--- src/rtl/rpn_stack_calc.sv ---
// rpn_stack_calc: parametrised Reverse Polish Notation calculator core.
// Tokens arrive on a stb/ack input handshake. Operands are pushed onto an internal stack, and
// opcodes operate on it. Results and errors leave on a stb/ack output handshake.
// Optional feature macro: RPN_MUL_EN enables opcode 2 (MUL). Without it, opcode 2 is illegal.
module rpn_stack_calc #(
  parameter int unsigned WIDTH = 8,
  parameter int unsigned DEPTH = 8
) (
  input  logic                       clk,
  input  logic                       rst,
  input  logic                       input_stb,
  input  logic [WIDTH-1:0]           input_data,
  input  logic                       is_input_operator,
  output logic                       input_ack,
  output logic                       output_stb,
  output logic [WIDTH-1:0]           output_data,
  output logic                       output_err,
  input  logic                       output_ack,
  output logic [$clog2(DEPTH+1)-1:0] depth
);

  localparam int unsigned DW = $clog2(DEPTH + 1);
  localparam int unsigned IW = $clog2(DEPTH);
  localparam logic [DW-1:0] DepthMax = DW'(DEPTH);

  localparam logic [3:0] OpAdd   = 4'd0;
  localparam logic [3:0] OpSub   = 4'd1;
`ifdef RPN_MUL_EN
  localparam logic [3:0] OpMul   = 4'd2;
`endif
  localparam logic [3:0] OpAnd   = 4'd3;
  localparam logic [3:0] OpOr    = 4'd4;
  localparam logic [3:0] OpXor   = 4'd5;
  localparam logic [3:0] OpDup   = 4'd6;
  localparam logic [3:0] OpSwap  = 4'd7;
  localparam logic [3:0] OpDrop  = 4'd8;
  localparam logic [3:0] OpPeek  = 4'd9;
  localparam logic [3:0] OpClear = 4'd10;

  typedef enum logic [1:0] {StIdle, StExec, StOut} state_e;

  state_e            state_q;
  logic [WIDTH-1:0]  tok_q;
  logic              is_op_q;
  logic              ack_q;
  logic              stb_q;
  logic              err_q;
  logic [WIDTH-1:0]  data_q;
  logic [DW-1:0]     depth_q;
  logic [WIDTH-1:0]  stack_q [DEPTH];

  logic [IW-1:0]     tos_idx, nos_idx, push_idx;
  logic [WIDTH-1:0]  tos, nos, alu;
  logic              has1, has2, full, bin_op;
  logic [3:0]        opcode;
  logic              ex_out, ex_err, ex_fire;
  logic [WIDTH-1:0]  ex_data;
  logic [DW-1:0]     depth_d;
  logic              wr0_en, wr1_en;
  logic [IW-1:0]     wr0_idx, wr1_idx;
  logic [WIDTH-1:0]  wr0_data, wr1_data;

  assign input_ack   = ack_q;
  assign output_stb  = stb_q;
  assign output_data = data_q;
  assign output_err  = err_q;
  assign depth       = depth_q;

  // The first EXEC cycle is spent in the ack pulse, so execution happens on the second.
  assign ex_fire = (state_q == StExec) && !ack_q;

  // Decode the latched token into stack writes, new depth and the result to present.
  always_comb begin
    tos_idx  = IW'(depth_q - DW'(1));
    nos_idx  = IW'(depth_q - DW'(2));
    push_idx = IW'(depth_q);
    tos      = stack_q[tos_idx];
    nos      = stack_q[nos_idx];
    has1     = depth_q >= DW'(1);
    has2     = depth_q >= DW'(2);
    full     = depth_q == DepthMax;
    opcode   = tok_q[3:0];

    bin_op = 1'b1;
    alu    = '0;
    case (opcode)
      OpAdd:   alu = nos + tos;
      OpSub:   alu = nos - tos;
`ifdef RPN_MUL_EN
      OpMul:   alu = nos * tos;
`endif
      OpAnd:   alu = nos & tos;
      OpOr:    alu = nos | tos;
      OpXor:   alu = nos ^ tos;
      default: bin_op = 1'b0;
    endcase

    ex_out   = 1'b1;
    ex_err   = 1'b0;
    ex_data  = '0;
    depth_d  = depth_q;
    wr0_en   = 1'b0;
    wr0_idx  = push_idx;
    wr0_data = '0;
    wr1_en   = 1'b0;
    wr1_idx  = nos_idx;
    wr1_data = '0;

    if (!is_op_q) begin
      if (full) begin
        ex_err = 1'b1;
      end else begin
        ex_out   = 1'b0;
        wr0_en   = 1'b1;
        wr0_data = tok_q;
        depth_d  = depth_q + DW'(1);
      end
    end else if (bin_op) begin
      if (!has2) begin
        ex_err = 1'b1;
      end else begin
        wr0_en   = 1'b1;
        wr0_idx  = nos_idx;
        wr0_data = alu;
        depth_d  = depth_q - DW'(1);
        ex_data  = alu;
      end
    end else begin
      case (opcode)
        OpDup: begin
          if (!has1 || full) begin
            ex_err = 1'b1;
          end else begin
            wr0_en   = 1'b1;
            wr0_data = tos;
            depth_d  = depth_q + DW'(1);
            ex_data  = tos;
          end
        end
        OpSwap: begin
          if (!has2) begin
            ex_err = 1'b1;
          end else begin
            wr0_en   = 1'b1;
            wr0_idx  = tos_idx;
            wr0_data = nos;
            wr1_en   = 1'b1;
            wr1_data = tos;
            ex_data  = nos;
          end
        end
        OpDrop: begin
          if (!has1) begin
            ex_err = 1'b1;
          end else begin
            depth_d = depth_q - DW'(1);
            ex_data = has2 ? nos : '0;
          end
        end
        OpPeek: begin
          if (!has1) ex_err = 1'b1;
          else       ex_data = tos;
        end
        OpClear: depth_d = '0;
        default: ex_err = 1'b1;
      endcase
    end
  end

  // Stack storage; contents need no reset because depth gates every read.
  always_ff @(posedge clk) begin
    if (!rst && ex_fire) begin
      if (wr0_en) stack_q[wr0_idx] <= wr0_data;
      if (wr1_en) stack_q[wr1_idx] <= wr1_data;
    end
  end

  // Control FSM with registered handshake outputs, depth and result.
  always_ff @(posedge clk) begin
    if (rst) begin
      state_q <= StIdle;
      tok_q   <= '0;
      is_op_q <= 1'b0;
      ack_q   <= 1'b0;
      stb_q   <= 1'b0;
      err_q   <= 1'b0;
      data_q  <= '0;
      depth_q <= '0;
    end else begin
      unique case (state_q)
        StIdle: begin
          if (input_stb) begin
            tok_q   <= input_data;
            is_op_q <= is_input_operator;
            ack_q   <= 1'b1;
            state_q <= StExec;
          end
        end
        StExec: begin
          if (ack_q) begin
            ack_q <= 1'b0;
          end else begin
            depth_q <= depth_d;
            if (ex_out) begin
              stb_q   <= 1'b1;
              data_q  <= ex_data;
              err_q   <= ex_err;
              state_q <= StOut;
            end else begin
              state_q <= StIdle;
            end
          end
        end
        StOut: begin
          if (output_ack) begin
            stb_q   <= 1'b0;
            state_q <= StIdle;
          end
        end
        default: state_q <= StIdle;
      endcase
    end
  end

endmodule

--- config.mk ---
export PLATFORM = sky130hd
export DESIGN_NAME = rpn_stack_calc
export DESIGN_NICKNAME = d
export VERILOG_FILES = /design/src/rtl/rpn_stack_calc.sv
export SDC_FILE = /design/constraint.sdc
export NUM_CORES = 1
export LEC_CHECK = 0
export ABC_CLOCK_PERIOD_IN_PS = 10800
export CAP_MARGIN = 40
export CORE_ASPECT_RATIO = 1.75
export CORE_MARGIN = 5
export CORE_UTILIZATION = 60
export CTS_BUF_LIST = sky130_fd_sc_hd__clkbuf_8
export CTS_CLUSTER_SIZE = 24
export DETAILED_ROUTE_END_ITERATION = 12
export PLACE_DENSITY = 0.91
export SLEW_MARGIN = 20
export SYNTH_ARGS = -nofsm -noshare
export SYNTH_HDL_FRONTEND = slang
export SYNTH_SLANG_ARGS = --single-unit
--- constraint.sdc ---
create_clock -name clk -period 10.8 [get_ports clk]
set_clock_uncertainty 0.15 [all_clocks]
set_input_delay 3.24 -clock clk [delete_from_list [all_inputs] [get_ports clk]]
set_output_delay 3.24 -clock clk [all_outputs]
set_load 0.05 [all_outputs]
---- Word-level counts from Yosys, hierarchy flattened ----
Memory sizes are Yosys's and may differ from the RTL's.
Index checks and enable logic that the tools add are counted.
cells by class
  $lt $le $gt $ge ......................... 2
  multiplexer cells ....................... 64
  bitwise logic cells ..................... 4
  add/sub/neg operators ................... 5
  reduce and logical (&&, ||, !) cells .... 18
  equality and inequality tests ........... 21
operators by type and width
  kind                                                                      count
  8-bit two-way mux                                                         14
  8-bit one-hot mux with 5 select lines                                     1
  8-bit one-hot mux with 4 select lines                                     1
  1-bit two-way mux                                                         26
  4-bit two-way mux                                                         6
  4-bit by 3-bit == test with 1-bit output (second input constant)          4
  4-bit == test (second input constant)                                     4
  8-bit one-hot mux with 2 select lines                                     1
  3-bit two-way mux                                                         5
  4-bit one-hot mux with 3 select lines                                     1
  2-bit inequality test (second input constant)                             5
  8-bit adder                                                               1
  8-bit AND                                                                 1
  2-bit two-way mux                                                         4
  4-bit inequality test (second input constant)                             2
  8-bit OR                                                                  1
  8-bit subtractor                                                          1
  8-bit XOR                                                                 1
  7-bit AND reduction                                                       1
  1-bit one-hot mux with 2 select lines                                     3
  2-bit one-hot mux with 3 select lines                                     1
  3-bit AND reduction                                                       2
  5-bit by 1-bit inequality test with 1-bit output (second input constant)  1
  5-bit OR reduction                                                        1
  other kinds (21)                                                          26
word-level totals
  bits in registers ....................... 26
  input port bits ......................... 13
  logic and storage cells ................. 123
  memories kept ........................... 1
  RAM bits ................................ 64
memory list
  memory   depth  bits a word  read ports  clocked after Yosys merged registers in  wr ports  line  source
  stack_q  8      8            2           0                                        2         50    logic [WIDTH-1:0] stack_q [DEPTH];

---- Longest topological paths before layout ----
Gate-level depths: netlist of the first run.
  depth in word-level cells ............... 10
  gate-level depth with buffers ........... 23
  mapped depth without buffers ............ 17

---- Least setup slack after synthesis of the first run ----
OpenSTA, ideal clock, no wires.
  path type ............................... reg2reg
  from .................................... register depth_q[1] (netlist: depth[1])
  to ...................................... memory stack_q[4][7], data pin
  stages on the path, launching flop included .. 24
  library setup time ...................... 0.267 ns
  required time ........................... 10.383 ns
  arrival ................................. 5.983 ns
  setup slack ............................. 4.400 ns
  path buffers ............................ 6
  cell sequence ........................... dfxtp_1 -> buf_1 -> clkbuf_1 -> inv_1 -> ha_1 -> buf_2 -> clkbuf_1 -> buf_1 -> mux4_2 -> mux2i_1 -> clkbuf_1 -> ha_1 -> nor2_1 -> a21oi_1 -> inv_1 -> ha_1 -> nor2b_1 -> o21a_1 -> o31ai_1 -> a21oi_1 -> a41o_1 -> a2111o_1 -> o21ai_4 -> a31oi_1
RTL lines
  what                    line  source
  start, declared         49    logic [DW-1:0] depth_q;
  start signal, assigned  203   depth_q <= depth_d;
  end, declared           50

==> results of run 1 <==
## per-layer routing
layer / global-route usage [%] / vias up
met5: 0 / -
met4: 21.8 / 0
met3: 4.98 / 155
met2: 56.6 / 466
met1: 34.3 / 2838
li1: - / 2647
## critical path: stages, from the launching register on
cell and delay [ps]:
sky130_fd_sc_hd__dfxtp_1 320, sky130_fd_sc_hd__buf_4 310, sky130_fd_sc_hd__inv_1 200, sky130_fd_sc_hd__ha_1 720, sky130_fd_sc_hd__mux4_2 400, sky130_fd_sc_hd__mux2i_1 600, sky130_fd_sc_hd__ha_1 360, sky130_fd_sc_hd__nor2_1 100
sky130_fd_sc_hd__a21oi_1 80, sky130_fd_sc_hd__fa_1 460, sky130_fd_sc_hd__nor2b_1 260, sky130_fd_sc_hd__o21a_1 170, sky130_fd_sc_hd__o21a_1 140, sky130_fd_sc_hd__nor3_1 60, sky130_fd_sc_hd__o21ai_0 260, sky130_fd_sc_hd__o221ai_1 200
sky130_fd_sc_hd__a22oi_1 730, sky130_fd_sc_hd__mux2i_1 210
## worst min path at each step
| stage | end | slack, ps | depth (start not counted) |
|---|---|---|---|
| final | output_data[4] | 320 | 2 |
| after global placement | output_data[4] | 310 | 2 |
| after CTS | output_data[4] | 320 | 2 |
| after detailed placement | output_data[4] | 300 | 2 |
| after floorplan | state_q[0] | 300 | 1 |
| after global routing | output_stb | 340 | 2 |
## kinds of logic (layout without fill, tap and decap cells)
kind of cell    count (synthesis)  after routing  share of synthesized area, %
simple gates                  211            211                          14.9
compound gates                198            198                          18.5
flops                          90             90                          36.3
buf+inv                        77             99                          4.95
mux                            74             74                          17.6
fa+ha+maj                      34             34                          6.44
xor+xnor                        9              9                          1.28
## registers in the layout, summed over array words and instances (netlist names)
register     count
stack_q         64
state_q          2
depth            4
output_data      8
is_op_q          1
output_stb       1
tok_q            8
output_err       1
input_ack        1
## synthesized netlist by cell type (all sizes together), types with 13 or more instances
library cell / number / area [um^2]
a21oi: 78 / 390
inv: 28 / 105
nand2: 38 / 143
buf: 16 / 104
o21ai: 31 / 166
mux2i: 37 / 383
ha: 33 / 413
edfxtp: 64 / 1920
mux4: 33 / 754
dfxtp: 26 / 521
nor2: 90 / 338
o22ai: 19 / 119
nand3: 13 / 65.1
clkbuf: 32 / 120
## metrics by stage
stage / cells / power (mW) / util [%] / setup slack, ps
detailed placement: 828 / 0.761 / 64.5 / 4710
global route: 847 / 1.07 / 66.7 / 4520
CTS: 844 / 1.01 / 66.5 / 4890
floorplan: 693 / 0.659 / - / 4400
finish: 847 / 1.03 / 66.7 / 4750
global placement: 818 / 0.739 / 63.8 / 4140
## cell type report
type	count	area (um^2)	share of cell area [%]
Clock inverter	7	95.1	1.29
Sequential cell	90	2440	33.2
Tap cell	132	165	2.24
Timing Repair Buffer	54	474	6.44
Inverter	29	109	1.48
Multi-Input combinational cell	526	3950	53.7
Clock buffer	9	124	1.68
## power groups by stage
stage / clock network [mW] / logic [mW] / registers (mW)
3_5_place_dp: 0 / 0.366 / 0.395
3_3_place_gp: 0 / 0.345 / 0.395
2_1_floorplan: 0 / 0.264 / 0.395
4_1_cts: 0.254 / 0.369 / 0.387
6_report: 0.256 / 0.382 / 0.388
5_1_grt: 0.269 / 0.410 / 0.388
==> impl_metrics.toml, run 1 <==
[worst_hold_path]
start_point_of_the_worst_hold_path = "output_data[4]"
worstHoldPathType = "flop to flop"

[sta]
rsz0062_at_grt = "no"
hold-worst-slack_ps = 316
clock.fmax_mhz = 165
slew_headroom_pct = 39.4
post-route-min-period_ps = 6050
final.setup.tns_ps = 0
hold_violation_count_in_the_final_report = 0
period_utilization_post_route_pct = 56.0
number_of_setup_violations_in_the_final_report = 0
finalMaxSlewViolations = 0
worst_slew_pin_slew_ps = 910

[yosys]
netlist_area_um2 = 6720
yosysWarningCount = 0
synth_enable_flop_cells = 64
yosys_most_used_dff = "sky130_fd_sc_hd__edfxtp_1"
postSynthAreaPerCell_um2 = 9.70
synthCells = 693
synth-async-reset-ratio_pct = 0
ys_seq_elements = 90
synth_fp_nets = 740
seq_area_frac_synth_pct = 36.3
ys_types = 68

[clocking]
cts_tree = "done"
clock_latency_ps = 380
tritoncts.num_buffers = 9
post_cts_buffers = 0
cts.path.max_buffers = 2
tritoncts_num_sinks = 90
cts_clk_pin_slew_worst_paths_ps = 100
gates_resized_cts_repair = 0
hold_buffers = 0
clk_root_buffer_cell = "sky130_fd_sc_hd__clkbuf_8"
h_tree_level_count = 3

[pwr]
vdd_drop_max_mv = 0.0935
leakagePower_nw = 2.76
sequentialPowerShare_pct = 37.8
cell_internal_pwr_uw = 641
pwr_density_cell_nw_per_um2 = 139
switching_fraction_pct = 37.5
share_clk_of_total_power_pct = 24.9
netSwitchingPower_uw = 384
comb_power_share_pct = 37.2

[die]
floorplan.die.width_um = 90.0
start_util_pct = 60.9
design.portCount = 28
die_height_um = 150
core_area_um2 = 11000
number_of_placement_rows = 51
fp.dieArea_um2 = 13500

[outcome]
outcome = "complete, no violations"

[worst_setup_path]
endpoint_of_the_lowest_slack_register_to_register_path = "stack_q[3][4]"
reg2reg_depth = 17
critical_path.endpoint_type = "flop"
worst_setup_path_start_kind = "flop"
worst_r2r_startpoint = "depth[1]"
criticalPathCategory = "flop to flop"
critPathRequiredTime_ps = 10740
critical_path.max_fanout = 27
timing.critical_path.arrival_ps = 5980
timing.critical_path.to = "stack_q[3][4]"
crit_start = "depth[1]"
regToRegSetupSlack_ps = 4750

[route]
drt_drc_violations_left = 0
drt_wl_total_um = 21200
wl_met1_um = 6770
max_layer_used = "met4"
final_antenna_net_count = 0
detail_route.vias_per_cell = 7.21
wl_met2_um = 10900
number_of_search_and_repair_iterations_in_the_first_detailed_routing_pass = 8
dr_wl_met3_um = 1820
count_of_routing_violations_after_the_opening_detailed_route_iteration = 907
route.detailed.wl_per_inst_um = 25.0
num_vias = 6106

[layout]
design_area_um2 = 7360
drive_above_1_share_pct = 12.9
antennaDiodeCount = 0
most_common_cell_after_layout_fill_and_taps_aside = "sky130_fd_sc_hd__nor2_1"
final_cell_mix = "sky130_fd_sc_hd__nor2_1 (90), sky130_fd_sc_hd__a21oi_1 (78), sky130_fd_sc_hd__edfxtp_1 (64)"
layout.nets = 757
filler_cell_count = 787
synthToLayoutAreaGrowth_pct = 9.53

[run]
drv.max_cap_violation_count = 0

[global_route]
grt_antenna_before_repair = 0
grt_first_pass_wirelength_um = 33500
track_usage_pct = 31.8
first_global_vias = 6146
maximum_number_of_pins_on_one_net_before_global_route_repair = 52
global_route.overflow_total = 0

[placement]
dp_hpwl_um = 15800
gpl.final_weighted_congestion = 0.979
port_buffers = 27
placed_area_um2 = 7130
(Power assumes the default switching activity.)
==> run 2, diff against run 1 <==
--- a/config.mk
+++ b/config.mk
@@ -5,15 +5,15 @@
 export SDC_FILE = /design/constraint.sdc
 export NUM_CORES = 1
 export LEC_CHECK = 0
-export ABC_CLOCK_PERIOD_IN_PS = 10800
+export ABC_CLOCK_PERIOD_IN_PS = 5200
 export CAP_MARGIN = 40
 export CORE_ASPECT_RATIO = 1.75
 export CORE_MARGIN = 5
-export CORE_UTILIZATION = 60
+export CORE_UTILIZATION = 58
 export CTS_BUF_LIST = sky130_fd_sc_hd__clkbuf_8
 export CTS_CLUSTER_SIZE = 24
 export DETAILED_ROUTE_END_ITERATION = 12
-export PLACE_DENSITY = 0.91
+export PLACE_DENSITY = 0.92
 export SLEW_MARGIN = 20
 export SYNTH_ARGS = -nofsm -noshare
 export SYNTH_HDL_FRONTEND = slang
==> constraint.sdc (replaced) <==
create_clock -name clk -period 5.2 [get_ports clk]
set_clock_uncertainty 0.15 [all_clocks]
set_input_delay 1.56 -clock clk [delete_from_list [all_inputs] [get_ports clk]]
set_output_delay 1.56 -clock clk [all_outputs]
set_load 0.05 [all_outputs]
==> run 2 against run 1 <==
Sequential power rose by 110%. Sequential share of layout area fell by 0.11 points. Fmax rose by 24%. Critical path type unchanged. Critical endpoint is now stack_q[0][7]. Largest power group unchanged. Highest routed layer unchanged.
==> impl_metrics.toml, run 2 (same netlist as run 1, synthesis figures left out) <==
[outcome]
outcome = "complete, no violations"

[clocking]
cts.path.max_buffers = 2
gates_resized_cts_repair = 0
cts_clk_pin_slew_worst_paths_ps = 90
h_tree_level_count = 3
hold_buffers = 0
clock_latency_ps = 380
tritoncts_num_sinks = 90
post_cts_buffers = 0
clk_root_buffer_cell = "sky130_fd_sc_hd__clkbuf_8"
tritoncts.num_buffers = 9
cts_tree = "done"

[route]
count_of_routing_violations_after_the_opening_detailed_route_iteration = 668
wl_met1_um = 6870
detail_route.vias_per_cell = 6.93
max_layer_used = "met4"
dr_wl_met3_um = 1410
num_vias = 5931
final_antenna_net_count = 0
number_of_search_and_repair_iterations_in_the_first_detailed_routing_pass = 6
wl_met2_um = 10700
drt_drc_violations_left = 0
route.detailed.wl_per_inst_um = 24.2
drt_wl_total_um = 20700

[layout]
registers.top_by_ff_count = "stack_q"
drive_above_1_share_pct = 14.0
fin_cells = 856
most_common_cell_after_layout_fill_and_taps_aside = "sky130_fd_sc_hd__nor2_1"
antennaDiodeCount = 0
final_cell_mix = "sky130_fd_sc_hd__nor2_1 (90), sky130_fd_sc_hd__a21oi_1 (76), sky130_fd_sc_hd__edfxtp_1 (64)"
flip_flop_count_of_the_largest_register_all_copies_and_words_added = 64
synthToLayoutAreaGrowth_pct = 10.1
layout.nets = 764

[die]
floorplan.die.width_um = 91.4
core_area_um2 = 11500
number_of_placement_rows = 52
die_height_um = 152
fp.dieArea_um2 = 13900
start_util_pct = 58.7
design.portCount = 28

[worst_setup_path]
criticalPathCategory = "flop to flop"
critical_path.max_fanout = 12
worst_setup_path_start_kind = "flop"
timing.critical_path.arrival_ps = 4810
critical_path.endpoint_type = "flop"
critPathRequiredTime_ps = 5150

[global_route]
maximum_number_of_pins_on_one_net_before_global_route_repair = 30
track_usage_pct = 29.9
grt_first_pass_wirelength_um = 32400
first_global_vias = 6190
global_route.overflow_total = 0
grt_antenna_before_repair = 0

[sta]
rsz0062_at_grt = "no"
post-route-min-period_ps = 4860
number_of_setup_violations_in_the_final_report = 0
period_utilization_post_route_pct = 93.4
slew_headroom_pct = 50.2
worst_slew_pin_slew_ps = 746
finalMaxSlewViolations = 0
hold_violation_count_in_the_final_report = 0
clock.fmax_mhz = 206
final.setup.tns_ps = 0

[placement]
placed_cells_incl_taps = 839
gpl.final_weighted_congestion = 1.04
dp_hpwl_um = 15700
port_buffers = 27

[pwr]
leakagePower_nw = 2.76
fin_total_pwr_mw = 2.03
vdd_drop_max_mv = 0.185
pwr_density_cell_nw_per_um2 = 274

[run]
drv.max_cap_violation_count = 0

[worst_hold_path]
worstHoldPathType = "flop to flop"
[run 2: cell types whose count changed in the layout (fill, tap and decap cells not counted), sizes merged]
cell	previous run	this run
clkinvlp	0	2
bufinv	1	0
buf	26	33
clkinv	4	2
[run 2: where the power goes]
part	total [mW]	internal, mW	leakage [nW]	switching [mW]
logic	0.793	0.319	1.88	0.474
clock network	0.437	0.172	0.0834	0.265
registers	0.800	0.785	0.802	0.0147
[run 2: per-stage QoR]
step                      area [um^2]  hold WS [ps]  setup WS [ps]  util [%]
final                            7400           308            343      64.6
after global routing             7400           342           70.1      64.6
after CTS                        7380           314            439      64.4
after detailed placement         7210           303            470      63.0
after global placement           7200           288            623      62.8
after floorplan                  6760           299           2.66         -
[run 2: area by class of cell]
class	count	area, um^2
Clock buffer	9	124
Timing Repair Buffer	61	543
Tap cell	135	169
Clock inverter	6	42.5
Fill cell	933	4050
Multi-Input combinational cell	526	3960
Inverter	29	109
Sequential cell	90	2450
[run 2: path summary, 6_finish.rpt]
check | start | end | slack [ps] | cells after the start
worst min-delay path | output_data[4] | output_data[4] | 310 | 2
worst min register to register | output_data[4] | output_data[4] | 310 | 2
worst max register to register | depth[1] | stack_q[0][7] | 340 | 16
worst max-delay path | depth[1] | stack_q[0][7] | 340 | 16
[run 2: per-layer routing]
layer  vias up  GRT usage, %
li1       2669             -
met1      2790          30.9
met2       360          52.4
met3       112          5.63
met4         0          21.9
met5         -             0
[run 2: critical path: stages (launching register included)]
cell and delay, ps:
sky130_fd_sc_hd__dfxtp_4 350, sky130_fd_sc_hd__inv_1 90, sky130_fd_sc_hd__ha_1 600, sky130_fd_sc_hd__mux4_2 390, sky130_fd_sc_hd__mux2i_1 240, sky130_fd_sc_hd__ha_1 270, sky130_fd_sc_hd__nand2_1 180, sky130_fd_sc_hd__o21ai_0 260
sky130_fd_sc_hd__xnor2_1 100, sky130_fd_sc_hd__ha_1 220, sky130_fd_sc_hd__or3_1 360, sky130_fd_sc_hd__o21ai_0 180, sky130_fd_sc_hd__a21oi_2 110, sky130_fd_sc_hd__a41o_1 250, sky130_fd_sc_hd__a2111o_1 410, sky130_fd_sc_hd__o21ai_4 270
sky130_fd_sc_hd__a31oi_1 140
